File: src/rtl/multicycle_controller.sv
// rtl/multicycle_controller.sv - multicycle controller: fetch/decode/exec/mem/wb over a single req/ack memory port
// Register file, ALU with {V,C,Z,S} flags, loads/stores, branches, IN/OUT and HALT.
module multicycle_controller #(
  parameter int DATA_W = 16,
  parameter int ADDR_W = 16,
  parameter int NREGS  = 8
) (
  input  logic              clock,
  input  logic              reset_n,
  output logic              mem_req,
  output logic              mem_we,
  output logic [ADDR_W-1:0] mem_addr,
  output logic [DATA_W-1:0] mem_wdata,
  input  logic [DATA_W-1:0] mem_rdata,
  input  logic              mem_ack,
  input  logic [DATA_W-1:0] in_data,
  output logic [DATA_W-1:0] out_data,
  output logic              out_valid,
  output logic              halted,
  output logic [3:0]        flags
);

  localparam int MSB = DATA_W - 1;
  // Slots at or above NREGS read as zero and never take a write.
  localparam logic [7:0] REG_MASK = 8'((1 << NREGS) - 1);

  typedef enum logic [2:0] {FETCH, DECODE, EXEC, MEM, WB, HALT} state_t;
  state_t state, state_nxt;

  logic [DATA_W-1:0] rf [8];
  logic [ADDR_W-1:0] pc, ea;
  logic [15:0]       ir;
  logic [DATA_W-1:0] a_q, b_q, alu_q, mdr;
  logic              running;

  logic [1:0]        cls;
  logic [3:0]        op;
  logic [2:0]        ra, rb;
  logic [DATA_W-1:0] imm_d;
  logic [ADDR_W-1:0] imm_a;
  logic              xfer;

  assign cls   = ir[15:14];
  assign op    = ir[7:4];
  assign ra    = ir[10:8];
  assign rb    = ir[13:11];
  assign imm_d = {{(DATA_W-8){ir[7]}}, ir[7:0]};
  assign imm_a = {{(ADDR_W-8){ir[7]}}, ir[7:0]};
  assign xfer  = mem_req && mem_ack;
  assign mem_wdata = b_q;

  function automatic logic [DATA_W-1:0] rd_reg(input logic [2:0] idx);
    return REG_MASK[idx] ? rf[idx] : '0;
  endfunction

  logic [DATA_W-1:0] alu_res;
  logic              alu_c, alu_v, alu_setf, alu_wb;

  always_comb begin
    alu_res  = '0;
    alu_c    = 1'b0;
    alu_v    = 1'b0;
    alu_setf = 1'b0;
    alu_wb   = 1'b0;
    case (op)
      4'b0000: begin
        {alu_c, alu_res} = {1'b0, a_q} + {1'b0, b_q};
        alu_v = (a_q[MSB] == b_q[MSB]) && (alu_res[MSB] != a_q[MSB]);
        alu_setf = 1'b1; alu_wb = 1'b1;
      end
      4'b0001, 4'b0101: begin
        {alu_c, alu_res} = {1'b0, a_q} - {1'b0, b_q};
        alu_v = (a_q[MSB] != b_q[MSB]) && (alu_res[MSB] != a_q[MSB]);
        alu_setf = 1'b1; alu_wb = (op == 4'b0001);
      end
      4'b0010: begin alu_res = a_q & b_q; alu_setf = 1'b1; alu_wb = 1'b1; end
      4'b0011: begin alu_res = a_q | b_q; alu_setf = 1'b1; alu_wb = 1'b1; end
      4'b0100: begin alu_res = a_q ^ b_q; alu_setf = 1'b1; alu_wb = 1'b1; end
      4'b0110: begin alu_res = b_q; alu_wb = 1'b1; end
      4'b1000: begin alu_res = a_q << ir[3:0]; alu_setf = 1'b1; alu_wb = 1'b1; end
      4'b1010: begin alu_res = $signed(a_q) >>> ir[3:0]; alu_setf = 1'b1; alu_wb = 1'b1; end
      4'b1100: begin alu_res = in_data; alu_wb = 1'b1; end
      default: ;
    endcase
  end

  logic take;
  always_comb begin
    case (ra)
      3'b000:  take = flags[1];
      3'b001:  take = flags[0] ^ flags[3];
      3'b010:  take = flags[1] | (flags[0] ^ flags[3]);
      3'b011:  take = !flags[1];
      default: take = 1'b0;
    endcase
  end

  logic              rf_we;
  logic [2:0]        rf_idx;
  logic [DATA_W-1:0] rf_val;

  always_comb begin
    rf_we  = 1'b0;
    rf_idx = ra;
    rf_val = alu_q;
    if (state == EXEC && cls == 2'b10 && rb == 3'b000) begin
      rf_we  = 1'b1;
      rf_val = imm_d;
    end else if (state == WB) begin
      rf_we = 1'b1;
      if (cls != 2'b11) begin
        rf_idx = rb;
        rf_val = mdr;
      end
    end
  end

  always_ff @(posedge clock or negedge reset_n) begin
    if (!reset_n) state <= FETCH;
    else          state <= state_nxt;
  end

  always_comb begin
    state_nxt = state;
    case (state)
      FETCH:  if (xfer) state_nxt = DECODE;
      DECODE: state_nxt = EXEC;
      EXEC: begin
        if (cls == 2'b11) begin
          if (op == 4'b1111)  state_nxt = HALT;
          else if (alu_wb)    state_nxt = WB;
          else                state_nxt = FETCH;
        end else if (cls == 2'b10) state_nxt = FETCH;
        else                       state_nxt = MEM;
      end
      MEM:     if (xfer) state_nxt = ir[14] ? FETCH : WB;
      WB:      state_nxt = FETCH;
      HALT:    state_nxt = HALT;
      default: state_nxt = FETCH;
    endcase
  end

  // The first fetch waits for one edge after reset release, hence the running gate.
  always_comb begin
    mem_req  = 1'b0;
    mem_we   = 1'b0;
    mem_addr = pc;
    halted   = 1'b0;
    case (state)
      FETCH: mem_req = running;
      MEM: begin
        mem_req  = 1'b1;
        mem_we   = ir[14];
        mem_addr = ea;
      end
      HALT:    halted = 1'b1;
      default: ;
    endcase
  end

  always_ff @(posedge clock or negedge reset_n) begin
    if (!reset_n) begin
      running   <= 1'b0;
      pc        <= '0;
      ir        <= '0;
      a_q       <= '0;
      b_q       <= '0;
      alu_q     <= '0;
      mdr       <= '0;
      ea        <= '0;
      flags     <= '0;
      out_data  <= '0;
      out_valid <= 1'b0;
      for (int i = 0; i < 8; i++) rf[i] <= '0;
    end else begin
      running   <= 1'b1;
      out_valid <= 1'b0;
      if (rf_we && REG_MASK[rf_idx]) rf[rf_idx] <= rf_val;
      case (state)
        FETCH: if (xfer) begin
          ir <= mem_rdata[15:0];
          pc <= pc + ADDR_W'(1);
        end
        DECODE: begin
          a_q <= rd_reg(ra);
          b_q <= rd_reg(rb);
        end
        EXEC: begin
          if (cls == 2'b11) begin
            alu_q <= alu_res;
            if (alu_setf) flags <= {alu_v, alu_c, (alu_res == '0), alu_res[MSB]};
            if (op == 4'b1101) begin
              out_data  <= b_q;
              out_valid <= 1'b1;
            end
          end else if (!cls[1]) begin
            ea <= ADDR_W'(a_q + imm_d);
          end else if (rb == 3'b100 || (rb == 3'b111 && take)) begin
            pc <= pc + imm_a;
          end
        end
        MEM: if (xfer && !ir[14]) mdr <= mem_rdata;
        default: ;
      endcase
    end
  end

endmodule
File: config.mk
export PLATFORM = sky130hd
export DESIGN_NAME = multicycle_controller
export DESIGN_NICKNAME = d
export VERILOG_FILES = /design/src/rtl/multicycle_controller.sv
export SDC_FILE = /design/constraint.sdc
export NUM_CORES = 1
export LEC_CHECK = 0
export CAP_MARGIN = 0
export CORE_UTILIZATION = 30
export CTS_BUF_LIST = sky130_fd_sc_hd__clkbuf_4 sky130_fd_sc_hd__clkbuf_8 sky130_fd_sc_hd__clkbuf_16
export DETAILED_ROUTE_END_ITERATION = 6
export PLACE_DENSITY_LB_ADDON = 0.15
export SLEW_MARGIN = 20
export SYNTH_ARGS = -nofsm -noshare
export SYNTH_HDL_FRONTEND = slang
export SYNTH_SLANG_ARGS = --single-unit
File: constraint.sdc
create_clock -name clock -period 4.2 [get_ports clock]
set_input_delay 1.05 -clock clock [delete_from_list [all_inputs] [get_ports clock]]
set_output_delay 1.05 -clock clock [all_outputs]
set_load 0.05 [all_outputs]
; Word level (Yosys, flattened, before mapping)
; Memories as Yosys holds them, arrays and structs flattened.
; Cells that the tools add are included.
[word_totals]
out_inout_bits = 56
n_memories = 3
mem_bits_ro = 24
regBits = 265
[memory_table]
columns = name, depth, word_bits, read_ports, rd_clocked_by_memory_dff, wr, line
row1 = (no name shown), 8, 1, 1, 0, 0, 53  ; return REG_MASK[idx] ? rf[idx] : '0;
row2 = (no name shown), 8, 1, 1, 0, 0, 53
row3 = (no name shown), 8, 1, 1, 0, 0, 178  ; if (rf_we && REG_MASK[rf_idx]) rf[rf_idx] <= rf_val;
[classes]
shift = 2
order_cmp = 7
n_reduce_logical = 29
eq_ne = 33
muxes = 48
bitwise = 10
add_sub_neg = 5
[ops]
columns = operator, n
row1 = $mux 16, 15
row2 = $pmux 16 s9, 1
row3 = $bwmux 128, 1
row4 = $bmux 16 s3, 2
row5 = $demux 16 s3, 1
row6 = $add 16x16->16, 2
row7 = $pmux 16 s2, 1
row8 = $mux 3, 9
row9 = $eq 4x4->1 const B, 5
row10 = $add 16x16->17, 1
row11 = $sub 16x16->17, 1
row12 = $add 16x1->16 const B, 1
row13 = $and 16x16->16, 1
row14 = $logic_not 16->1, 1
row15 = $or 16x16->16, 1
row16 = $reduce_or 8->1, 2
row17 = $shl 16x4->16, 1
row18 = $sshr 16x4->16, 1
row19 = $xor 16x16->16, 1
row20 = $pmux 3 s5, 1
row21 = $eq 3x2->1 const B, 4
row22 = $eq 3x3->1 const B, 4
row23 = $eq 4x3->1 const B, 3
row24 = $ge 4x4->1 const B, 3
row25 = 28 further kinds, 71

; Logic depth before layout (Yosys ltp)
; Gate-level depths: netlist (run 1).
[logic_depth]
ltp_word = 10
depth_mapped = 19

; Worst setup path after synthesis (run 1)
; No wires, ideal clock.
[synth_timing]
kind = register to register
start = register ir[1]
end = register pc[15]
arrival_time_ns = 3.323
setup_ns = 0.079
path_stages_with_launch = 18
slack_ns = 0.798
period_less_slack_ns = 3.402
required_time_ns = 4.121
path_cell_list = dfrtp_1 buf_2 buf_2 buf_2 buf_2 nand2_1 inv_1 ha_1 a211oi_1 o21a_1 o21ai_1 a41o_1 or4_1 a31oi_1 o21bai_1 a221o_1 nand3_1 xor2_1
[synth_via]
elab_chain_len = 5
[synth_rtl]
columns = element, line
row1 = "start, declared", 32  ; logic [15:0] ir;
row2 = "start signal, assigned", 181  ; ir <= mem_rdata[15:0];
row3 = $add 16x16->16, 199  ; pc <= pc + imm_a;
row4 = $mux 16, 198  ; end else if (rb == 3'b100 || (rb == 3'b111 && take)) begin
row5 = $mux 16, 196  ; end else if (!cls[1]) begin
row6 = $mux 16, 189  ; if (cls == 2'b11) begin
row7 = $pmux 16 s2, 179  ; case (state)
row8 = "end signal, assigned", 182  ; pc <= pc + ADDR_W'(1);
row9 = "end signal, assigned", 199
row10 = "end, declared", 31  ; logic [ADDR_W-1:0] pc, ea;
; No other way between the ends. The select of a mux whose other input is x is not followed.
; A chain may end at the register's enable or synchronous reset.

; Worst setup path after layout (run 1)
[layout_timing]
start = register state[0]
end = output port mem_addr[6]
[layout_via]
elab_chain_len = 2
[layout_rtl]
columns = element, line
row1 = "start, declared", 28  ; state_t state, state_nxt;
row2 = "start signal, assigned", 120  ; else state <= state_nxt;
row3 = $eq 3x2->1, 149  ; case (state)
row4 = $mux 16, 149
row5 = "end, declared", 12  ; output logic [ADDR_W-1:0] mem_addr,
; No other way between the ends.

==> results of run 1 <==
## power breakdown
group          total [mW]  switching, mW  internal (mW)
combinational        13.2           7.94           5.30
sequential           4.70           1.11           3.59
clock                2.78           1.15           1.63
## per-layer routing
layer | routed length [um] | GRT usage (%) | vias up
met3 | 3200 | 2.65 | 78
met5 | 0 | 0 | -
li1 | - | - | 6595
met2 | 30300 | 34.6 | 458
met1 | 29800 | 30.1 | 7418
met4 | 1200 | 4.72 | 0
## through the flow
| stage | cells | utilization, % | hold slack (ns) |
|---|---|---|---|
| 2_1_floorplan | 1754 | - | 0.436 |
| 3_3_place_gp | 2576 | 33.8 | 0.453 |
| 3_5_place_dp | 2576 | 33.8 | 0.468 |
| 4_1_cts | 2631 | 35.6 | 0.472 |
| 5_1_grt | 2631 | 35.6 | 0.492 |
| 6_report | 2631 | 35.6 | 0.461 |
## cell usage in the layout, fill, tap and decap left out, types with 6 or more instances in the layout
| master | Yosys | routed |
|---|---|---|
| sky130_fd_sc_hd__dfrtp_1 | 265 | 261 |
| sky130_fd_sc_hd__nand2_1 | 200 | 200 |
| sky130_fd_sc_hd__mux2_2 | 188 | 188 |
| sky130_fd_sc_hd__nor2_1 | 127 | 127 |
| sky130_fd_sc_hd__clkdlybuf4s50_1 | 0 | 89 |
| sky130_fd_sc_hd__o21ai_0 | 86 | 86 |
| sky130_fd_sc_hd__a21oi_1 | 82 | 82 |
| sky130_fd_sc_hd__mux4_2 | 80 | 80 |
| sky130_fd_sc_hd__ha_1 | 79 | 79 |
| sky130_fd_sc_hd__buf_4 | 2 | 74 |
| sky130_fd_sc_hd__inv_1 | 69 | 69 |
| sky130_fd_sc_hd__mux2i_1 | 59 | 59 |
| sky130_fd_sc_hd__a31oi_1 | 42 | 42 |
| sky130_fd_sc_hd__clkbuf_16 | 0 | 31 |
| sky130_fd_sc_hd__nor3_1 | 31 | 30 |
| sky130_fd_sc_hd__nand3_1 | 24 | 24 |
| sky130_fd_sc_hd__xnor2_1 | 16 | 16 |
| sky130_fd_sc_hd__o211ai_1 | 15 | 15 |
| sky130_fd_sc_hd__xor2_1 | 14 | 14 |
| sky130_fd_sc_hd__nand2b_1 | 13 | 13 |
| sky130_fd_sc_hd__a211oi_1 | 13 | 13 |
| sky130_fd_sc_hd__or3_1 | 11 | 11 |
| sky130_fd_sc_hd__a21o_1 | 11 | 11 |
| sky130_fd_sc_hd__o21bai_1 | 10 | 10 |
| sky130_fd_sc_hd__clkbuf_8 | 0 | 10 |
| sky130_fd_sc_hd__nor2b_1 | 9 | 9 |
| sky130_fd_sc_hd__o2111ai_1 | 9 | 9 |
| sky130_fd_sc_hd__and2_1 | 8 | 8 |
| sky130_fd_sc_hd__nand4_1 | 8 | 8 |
| sky130_fd_sc_hd__and3_1 | 8 | 8 |
| sky130_fd_sc_hd__o21a_1 | 8 | 8 |
| sky130_fd_sc_hd__nand3b_1 | 7 | 7 |
| sky130_fd_sc_hd__a221oi_1 | 7 | 7 |
| sky130_fd_sc_hd__o21ai_1 | 7 | 7 |
| sky130_fd_sc_hd__or2_2 | 6 | 6 |
| sky130_fd_sc_hd__a22oi_1 | 6 | 6 |
| sky130_fd_sc_hd__a221o_1 | 6 | 6 |
| sky130_fd_sc_hd__clkbuf_4 | 0 | 6 |
| sky130_fd_sc_hd__buf_12 | 2 | 6 |
## kinds of logic (layout without fill, tap and decap cells)
| logic type | count (synthesis) | in the layout | synth area share (%) |
|---|---|---|---|
| mux | 329 | 329 | 25.3 |
| flops | 265 | 265 | 36.9 |
| xor+xnor | 30 | 30 | 1.46 |
| compound gates | 368 | 368 | 13.4 |
| buf+inv | 193 | 297 | 4.50 |
| fa+ha+maj | 83 | 83 | 5.94 |
| simple gates | 485 | 485 | 12.5 |
| other cells | 1 | 1 | 0.0209 |
## layout make-up
type | count | area share [%]
clock buffer | 47 | 4.55
clock inverter | 8 | 0.422
inverter | 72 | 1.28
multi-input combinational | 1296 | 50.1
sequential | 265 | 31.5
tap | 773 | 4.59
timing repair buffer | 170 | 7.51
## worst paths after layout
kind / from / end / cells past startpoint
max in group asynchronous: reset_n / rf[107]$_DFFE_PN0P_ / 2
min in group clock: out_data[15]$_DFFE_PN0P_ / out_data[15]$_DFFE_PN0P_ / 2
max reg2reg: a_q[1]$_DFFE_PN0N_ / flags[1]$_DFFE_PN0P_ / 12
max: state[0]$_DFFE_PN0P_ / mem_addr[6] / 4
min: reset_n / rf[64]$_DFFE_PN0P_ / 1
min reg2reg: out_data[15]$_DFFE_PN0P_ / out_data[15]$_DFFE_PN0P_ / 2
## cell usage after synthesis, types with 4 or more instances
cell / instances / share of area (%)
sky130_fd_sc_hd__dfrtp_1: 265 / 37
sky130_fd_sc_hd__nand2_1: 200 / 4.2
sky130_fd_sc_hd__mux2_2: 188 / 12
sky130_fd_sc_hd__nor2_1: 127 / 2.7
sky130_fd_sc_hd__o21ai_0: 86 / 2.4
sky130_fd_sc_hd__a21oi_1: 82 / 2.3
sky130_fd_sc_hd__mux4_2: 80 / 10
sky130_fd_sc_hd__ha_1: 79 / 5.5
sky130_fd_sc_hd__clkbuf_1: 72 / 1.5
sky130_fd_sc_hd__inv_1: 69 / 1.4
sky130_fd_sc_hd__mux2i_1: 59 / 3.3
sky130_fd_sc_hd__a31oi_1: 42 / 1.5
sky130_fd_sc_hd__nor3_1: 31 / 0.86
sky130_fd_sc_hd__buf_2: 30 / 0.84
sky130_fd_sc_hd__nand3_1: 24 / 0.67
sky130_fd_sc_hd__xnor2_1: 16 / 0.78
sky130_fd_sc_hd__o211ai_1: 15 / 0.63
sky130_fd_sc_hd__buf_1: 14 / 0.29
sky130_fd_sc_hd__xor2_1: 14 / 0.68
sky130_fd_sc_hd__a211oi_1: 13 / 0.54
sky130_fd_sc_hd__nand2b_1: 13 / 0.45
sky130_fd_sc_hd__a21o_1: 11 / 0.46
sky130_fd_sc_hd__or3_1: 11 / 0.38
sky130_fd_sc_hd__o21bai_1: 10 / 0.42
sky130_fd_sc_hd__nor2b_1: 9 / 0.31
sky130_fd_sc_hd__o2111ai_1: 9 / 0.44
sky130_fd_sc_hd__and2_1: 8 / 0.28
sky130_fd_sc_hd__and3_1: 8 / 0.28
sky130_fd_sc_hd__nand4_1: 8 / 0.28
sky130_fd_sc_hd__o21a_1: 8 / 0.33
sky130_fd_sc_hd__a221oi_1: 7 / 0.34
sky130_fd_sc_hd__nand3b_1: 7 / 0.29
sky130_fd_sc_hd__o21ai_1: 7 / 0.19
sky130_fd_sc_hd__a221o_1: 6 / 0.33
sky130_fd_sc_hd__a22oi_1: 6 / 0.25
sky130_fd_sc_hd__or2_2: 6 / 0.21
sky130_fd_sc_hd__a2111oi_0: 5 / 0.24
sky130_fd_sc_hd__a211o_1: 5 / 0.24
sky130_fd_sc_hd__nor3b_1: 5 / 0.21
sky130_fd_sc_hd__nor4_1: 5 / 0.17
sky130_fd_sc_hd__o22ai_1: 5 / 0.17
sky130_fd_sc_hd__fa_1: 4 / 0.45
sky130_fd_sc_hd__o221ai_1: 4 / 0.19
sky130_fd_sc_hd__o31ai_1: 4 / 0.17
## worst max-delay path, stage by stage, from the launching register on
cell	delay, ns
sky130_fd_sc_hd__dfrtp_1	0.57
sky130_fd_sc_hd__inv_1	0.16
sky130_fd_sc_hd__or2_2	0.53
sky130_fd_sc_hd__mux2_2	0.33
sky130_fd_sc_hd__clkdlybuf4s50_1	0.80
==> impl_results.rst, run 1 <==
.. list-table::
   :header-rows: 1

   * - Metric
     - Value
   * - Run status
     - complete, but fails checks
   * - Violations in the final reports
     - DRC
   * - Final weighted congestion in routability-driven placement
     - 0.970
   * - Total vias in the final route
     - 14500
   * - Count of unique library cells instantiated by Yosys
     - 90
   * - Worst slew slack as a fraction of its limit
     - 37.5%
   * - Layout cells sized above 1
     - a little under a quarter
   * - Initial antenna violation count
     - 0
   * - Initial core utilization
     - 30.4%
   * - DRC
     - 18
   * - Clock tree buffer depth
     - 3
   * - DR WL/cell
     - roughly 25 um
   * - Placement row count
     - just under 90
   * - Total CTS buffers
     - 31
   * - Die span in y
     - 247 um
   * - Clock input transition at the sequential cells of the worst setup and hold paths
     - around 0.06 ns
   * - Setup slack of the most critical reg-to-reg path
     - 0.50 ns
   * - Warnings, synthesis
     - 0
   * - Source-to-sink clock delay at the later pin of the worst-skew pair
     - 0.61 ns
   * - Post-cts sizing count
     - 0
   * - TritonCTS sink count
     - around 270
   * - Syn nets
     - 1872
   * - Global-route wire length before repair
     - 97.5 mm
   * - Worst-margin pin slew
     - 0.933 ns
   * - Setup repair after global routing missed its margin
     - no
   * - Core area
     - between 50000 and 60000 sq um
   * - Grt total ovfl
     - 0
   * - Layout net count
     - 1954
   * - Share of synthesized flip-flops with an asynchronous set or reset
     - between 90% and 100%
   * - Register Area
     - 6640 sq um
   * - Tot Pwr
     - 20.7 mW
   * - Type of the worst setup path
     - flop to output pin
   * - Share of the clock period used by the worst path after layout
     - 96.3%
   * - Total global-route track usage
     - 21.3%
   * - Post-placement cell area
     - between 20000 and 25000 sq um
   * - Maximum number of pins on one net before global-route repair
     - 78
   * - Postcts setup bufs
     - 0
   * - Number of iterations in the first detailed-routing pass
     - 7
   * - Final hold vios
     - 0
   * - Register with the highest flop count
     - rf
   * - Via/cell ratio
     - roughly 5.5
   * - Post-synthesis sequential area ratio
     - 36.9%
   * - Ports
     - 91
   * - H-tree depth
     - 1
   * - Setup clock skew after layout
     - 0.0193 ns
   * - Worst setup slack after placement
     - 0.581 ns
   * - Worst-case setup margin in the final layout
     - roughly 0.16 ns
   * - # diodes
     - 0
   * - Combined area of the multi-input logic cells
     - 10600 sq um
   * - Peak Freq
     - 0.247 GHz
   * - Clock period minus final worst setup slack
     - slightly above 4 ns
   * - Total of hold buffers inserted after clock tree synthesis
     - 0
   * - Post-synthesis area per instance
     - 10.2 sq um
   * - Most used flip-flop cell after synthesis
     - sky130_fd_sc_hd__dfrtp_1
   * - Post-DRT Antenna Nets
     - 0
   * - CTS tree
     - built
   * - Root Buffer
     - sky130_fd_sc_hd__clkbuf_16
   * - Register bit total from synthesis
     - 265
   * - Critical path launch point type
     - flop
   * - Number of fillers in the final layout
     - 5916
   * - Setup total negative slack
     - 0 ns
   * - Power per cell area
     - approximately 980 nW/um^2
   * - Area of the mapped netlist
     - 18000 sq um
   * - Total Die Area
     - a little over 60000 sq um
   * - Required @ worst endpoint
     - 3.15 ns
   * - Via count of the first global-routing pass
     - roughly 15000
   * - Highest ir drop seen on vdd
     - 0.364 mV
   * - Overall die width
     - 247 um
   * - Maximum fanout count along the critical path
     - 19
   * - Critical path endpoint category
     - output pin
   * - Total non-filler cell area in the finished layout
     - 21100 sq um
   * - Arrival time at the worst endpoint
     - roughly 3 ns
   * - Pleak
     - between 9 and 10 nW
   * - Max-capacitance violation count
     - 0
   * - Worst Hold Class
     - input port to async pin
   * - Fin. max-slew vios
     - 0
   * - DPL Wire Length
     - 47.1 mm
   * - DR iter-0 viols
     - 1096
   * - Synthesis-to-finish area growth
     - 17.1%
   * - Setup-violating endpoint count in the final report
     - 0
   * - Routed wire length
     - roughly 64 mm
   * - Number of port buffers
     - 90
   * - EDFF count, synth
     - 0
   * - Gate Count Post-Synth
     - 1754
   * - Max reg flops
     - ~130
Power figures use the tool's default switching activity.
==> run 2: changes to the inputs <==
ABC_AREA = 1   (was not set)
==> run 2 against run 1 <==
Effect of this change: the run still ends with DRC left; first-iteration DRC count is 71% higher; wire length increased by 22%; synthesized area increased by 0.82%; critical path depth increased by 4; non-clock buffer count down 14; design area up 0.59%.
==> impl_results.rst, run 2 <==
.. list-table::
   :header-rows: 1

   * - Metric
     - Value
   * - Xor and xnor area share after synthesis
     - 1.26% (was 1.46%)
   * - Fin. max-slew vios
     - 0 (unchanged)
   * - Final hold vios
     - 0 (unchanged)
   * - Layout cells sized above 1
     - 7.62% (was 23.5%)
   * - Warnings, synthesis
     - 0 (unchanged)
   * - Setup clock skew after layout
     - 0.0235 ns (was 0.0193 ns)
   * - Critical Path, Cell by Cell
     - inv_1 -> nor2_2 -> nand2_1 -> buf_4 -> clkinvlp_4 -> nand2_1 -> nand2_1 -> clkdlybuf4s50_1 (was inv_1 -> or2_2 -> mux2_2 -> clkdlybuf4s50_1)
   * - Largest delay contributor family on the critical path
     - buffers and inverters (unchanged)
   * - DR iter-0 viols
     - 1873 (was 1096)
   * - Mux share of post-synthesis cell area
     - 1.24% (was 25.3%)
   * - Setup repair after global routing missed its margin
     - no (unchanged)
   * - H-tree depth
     - 2 (was 1)
   * - Area of the mapped netlist
     - 18100 sq um (was 18000 sq um)
   * - Post-synthesis area per instance
     - 7.04 sq um (was 10.2 sq um)
   * - Syn nets
     - 2693 (was 1872)
   * - Worst-margin pin slew
     - 1.05 ns (was 0.933 ns)
   * - Ports
     - 91 (unchanged)
   * - Via/cell ratio
     - 5.34 (was 5.53)
   * - Worst-case setup margin in the final layout
     - 0.410 ns (was 0.157 ns)
   * - Maximum number of pins on one net before global-route repair
     - 97 (was 78)
   * - Adder and majority gate portion of the synthesized area
     - 5.90% (was 5.94%)
   * - Root Buffer
     - sky130_fd_sc_hd__clkbuf_16 (unchanged)
   * - Pleak
     - 9.82 nW (was 9.10 nW)
   * - Final weighted congestion in routability-driven placement
     - 0.930 (was 0.970)
   * - TritonCTS sink count
     - 265 (unchanged)
   * - DR WL/cell
     - 22.9 um (was 24.5 um)
   * - Worst slew slack as a fraction of its limit
     - 28.9% (was 37.5%)
   * - Synthesis-to-finish area growth
     - 16.9% (was 17.1%)
   * - Setup-violating endpoint count in the final report
     - 0 (unchanged)
   * - Run status
     - complete, but fails checks (unchanged)
   * - Critical path buffers and inverters
     - 4 (was 2)
   * - DPL Wire Length
     - 59.7 mm (was 47.1 mm)
   * - Total global-route track usage
     - 25.6% (was 21.3%)
   * - Global-route wire length before repair
     - 117 mm (was 97.5 mm)
   * - Setup total negative slack
     - 0 ns (unchanged)
   * - DRC
     - 22 (was 18)
   * - Violations in the final reports
     - DRC (unchanged)
   * - Cell with the most instances on the worst path
     - sky130_fd_sc_hd__nand2_1
   * - Worst Hold Class
     - input port to async pin (unchanged)
   * - Most frequent cells in the layout
     - 666 x sky130_fd_sc_hd__nand2_1, 346 x sky130_fd_sc_hd__o21ai_0, 300 x sky130_fd_sc_hd__inv_1 (was 261 x sky130_fd_sc_hd__dfrtp_1, 200 x sky130_fd_sc_hd__nand2_1, 188 x sky130_fd_sc_hd__mux2_2)
   * - Number of iterations in the first detailed-routing pass
     - 7 (unchanged)
   * - Routed wire length
     - 78.6 mm (was 64.5 mm)
   * - Clock tree buffer depth
     - 3 (unchanged)
   * - Layout net count
     - 2754 (was 1954)
   * - Source-to-sink clock delay at the later pin of the worst-skew pair
     - 0.57 ns (was 0.61 ns)
   * - Fin cells
     - 3438 (was 2631)
   * - Number of port buffers
     - 90 (unchanged)
   * - Clock period minus final worst setup slack
     - 3.79 ns (was 4.04 ns)
   * - Tot Pwr
     - 18.9 mW (was 20.7 mW)
   * - EDFF count, synth
     - 0 (unchanged)
   * - Cell type contributing the most total cell area after synthesis
     - sky130_fd_sc_hd__dfrtp_1 (unchanged)
   * - Gate Count Post-Synth
     - 2575 (was 1754)
   * - Register with the highest flop count
     - rf (unchanged)
   * - Arrival time at the worst endpoint
     - 2.74 ns (was 2.99 ns)
   * - Post-Synth Simple-Gate Area
     - 25.0% (was 12.5%)
   * - Most used flip-flop cell after synthesis
     - sky130_fd_sc_hd__dfrtp_1 (unchanged)
   * - Type of the worst setup path
     - flop to output pin (unchanged)
   * - Peak Freq
     - 0.264 GHz (was 0.247 GHz)
   * - Max-capacitance violation count
     - 0 (unchanged)
   * - Initial antenna violation count
     - 2 (was 0)
   * - Area fraction in compound gates after synthesis
     - 20.0% (was 13.4%)
   * - Overall die width
     - 248 um (was 247 um)
   * - Register bit total from synthesis
     - 265 (unchanged)
   * - Power per cell area
     - 890 nW/um^2 (was 984 nW/um^2)
   * - Share of synthesized flip-flops with an asynchronous set or reset
     - 100% (unchanged)
   * - Number of placed instances, taps included
     - 3372 (was 2576)
   * - Post-synthesis sequential area ratio
     - 36.6% (was 36.9%)
   * - Grt total ovfl
     - 0 (unchanged)
   * - Total Die Area
     - 61400 sq um (was 60900 sq um)
   * - Required @ worst endpoint
     - 3.15 ns (about the same)
   * - Share of the clock period used by the worst path after layout
     - 90.2% (was 96.3%)
   * - Clock input transition at the sequential cells of the worst setup and hold paths
     - 0.06 ns (about the same)
   * - Top cells by area in the synthesized netlist
     - sky130_fd_sc_hd__dfrtp_1 37%, sky130_fd_sc_hd__nand2_1 14%, sky130_fd_sc_hd__o21ai_0 9.6%, sky130_fd_sc_hd__inv_1 6.2%, sky130_fd_sc_hd__ha_1 5.5% (was sky130_fd_sc_hd__dfrtp_1 37%, sky130_fd_sc_hd__mux2_2 12%, sky130_fd_sc_hd__mux4_2 10%, sky130_fd_sc_hd__ha_1 5.5%, sky130_fd_sc_hd__nand2_1 4.2%)
   * - Die span in y
     - 248 um (was 247 um)
   * - Dominant combinational cell family by area after synthesis
     - simple AND/OR/NAND/NOR gates (was multiplexers)
   * - Highest ir drop seen on vdd
     - 0.300 mV (was 0.364 mV)
   * - Post-layout util
     - 35.7% (was 35.6%)
   * - Maximum fanout count along the critical path
     - 22 (was 19)
   * - Share of Yosys cell area claimed by the top area cell type
     - 36.6% (was 36.9%)
   * - Largest stage delay on the critical path
     - 0.70 ns (was 0.80 ns)
   * - CTS tree
     - built (unchanged)
   * - Via count of the first global-routing pass
     - 17400 (was 14700)
   * - Max reg flops
     - 128 (unchanged)
   * - Most frequent standard cell in the layout excluding fill and tap cells
     - sky130_fd_sc_hd__nand2_1 (was sky130_fd_sc_hd__dfrtp_1)
   * - Critical path launch point type
     - flop (unchanged)
   * - Core area
     - 59400 sq um (was 59100 sq um)
   * - Total CTS buffers
     - 35 (was 31)
   * - Post-DRT Antenna Nets
     - 0 (unchanged)
   * - Placement row count
     - 89 (unchanged)
   * - Critical path endpoint category
     - output pin (unchanged)
   * - Library cell with the highest instance count after synthesis
     - sky130_fd_sc_hd__nand2_1 (was sky130_fd_sc_hd__dfrtp_1)
   * - Total vias in the final route
     - 18300 (was 14500)
   * - Count of unique library cells instantiated by Yosys
     - 53 (was 90)
   * - Cell types with the highest counts after synthesis
     - 666 x sky130_fd_sc_hd__nand2_1, 346 x sky130_fd_sc_hd__o21ai_0, 301 x sky130_fd_sc_hd__inv_1 (was 265 x sky130_fd_sc_hd__dfrtp_1, 200 x sky130_fd_sc_hd__nand2_1, 188 x sky130_fd_sc_hd__mux2_2)
   * - Slowest cell on the critical path
     - sky130_fd_sc_hd__clkdlybuf4s50_1 (unchanged)
   * - Initial core utilization
     - 30.5% (was 30.4%)
   * - Worst setup slack after placement
     - 0.762 ns (was 0.581 ns)
-- run 2: layout make-up --
cell class / count / area, sq um
diodes: 2 / 5.00
well taps: 773 / 967
flip-flops and latches: 265 / 6630
inverters: 315 / 1190
repair buffers: 156 / 1440
clock buffers: 42 / 953
multi-input cells: 1863 / 9710
clock inverters: 22 / 284
fillers: 6405 / 38200
-- run 2: cell families after synthesis --
logic type               Yosys count
AO/OA/AOI/OAI                    649
XOR/XNOR                          26
adder cells (fa/ha/maj)           83
buffers and inverters            447
flip-flops                       265
multiplexers                      20
other                              1
AND/OR/NAND/NOR                 1084
-- run 2: what timing repair did --
action                                  4_1_cts  5_1_grt
resized for setup                             0        1
setup buffers                                 0        0
hold buffers                                  0        0
endpoints found under the setup margin        0        3
-- run 2: through the flow --
stage	area (sq um)	hold WS (ns)
after floorplan	18100	0.448
after global placement	19900	0.461
after detailed placement	19900	0.468
after CTS	21200	0.483
after global routing	21200	0.509
final	21200	0.471
-- run 2: routing by layer --
metal | wire length (um) | track usage, %
met5 | 0 | 0
met4 | 2040 | 6.91
met3 | 4930 | 3.31
met2 | 35900 | 41.5
met1 | 35700 | 35.7
-- run 2: where the power goes --
group,switching [mW],internal [mW]
Sequential,0.858,3.58
Combinational,7.89,3.25
Clock,1.32,1.95
Total,10.1,8.77
-- run 2: path summary, 6_finish.rpt --
kind,startpoint,end,slack [ns],cells past startpoint
worst max-delay path,state[1]$_DFFE_PN0P_,mem_addr[7],0.41,8
worst min-delay path,reset_n,pc[11]$_DFFE_PN0P_,0.47,1
worst max register to register,ir[11]$_DFFE_PN0P_,mem_wdata[2]$_DFFE_PN0N_,0.87,8
worst min register to register,out_data[10]$_DFFE_PN0P_,out_data[10]$_DFFE_PN0P_,0.48,2
max in group asynchronous,reset_n,rf[121]$_DFFE_PN0P_,2.66,2
min in group clock,out_data[10]$_DFFE_PN0P_,out_data[10]$_DFFE_PN0P_,0.48,2
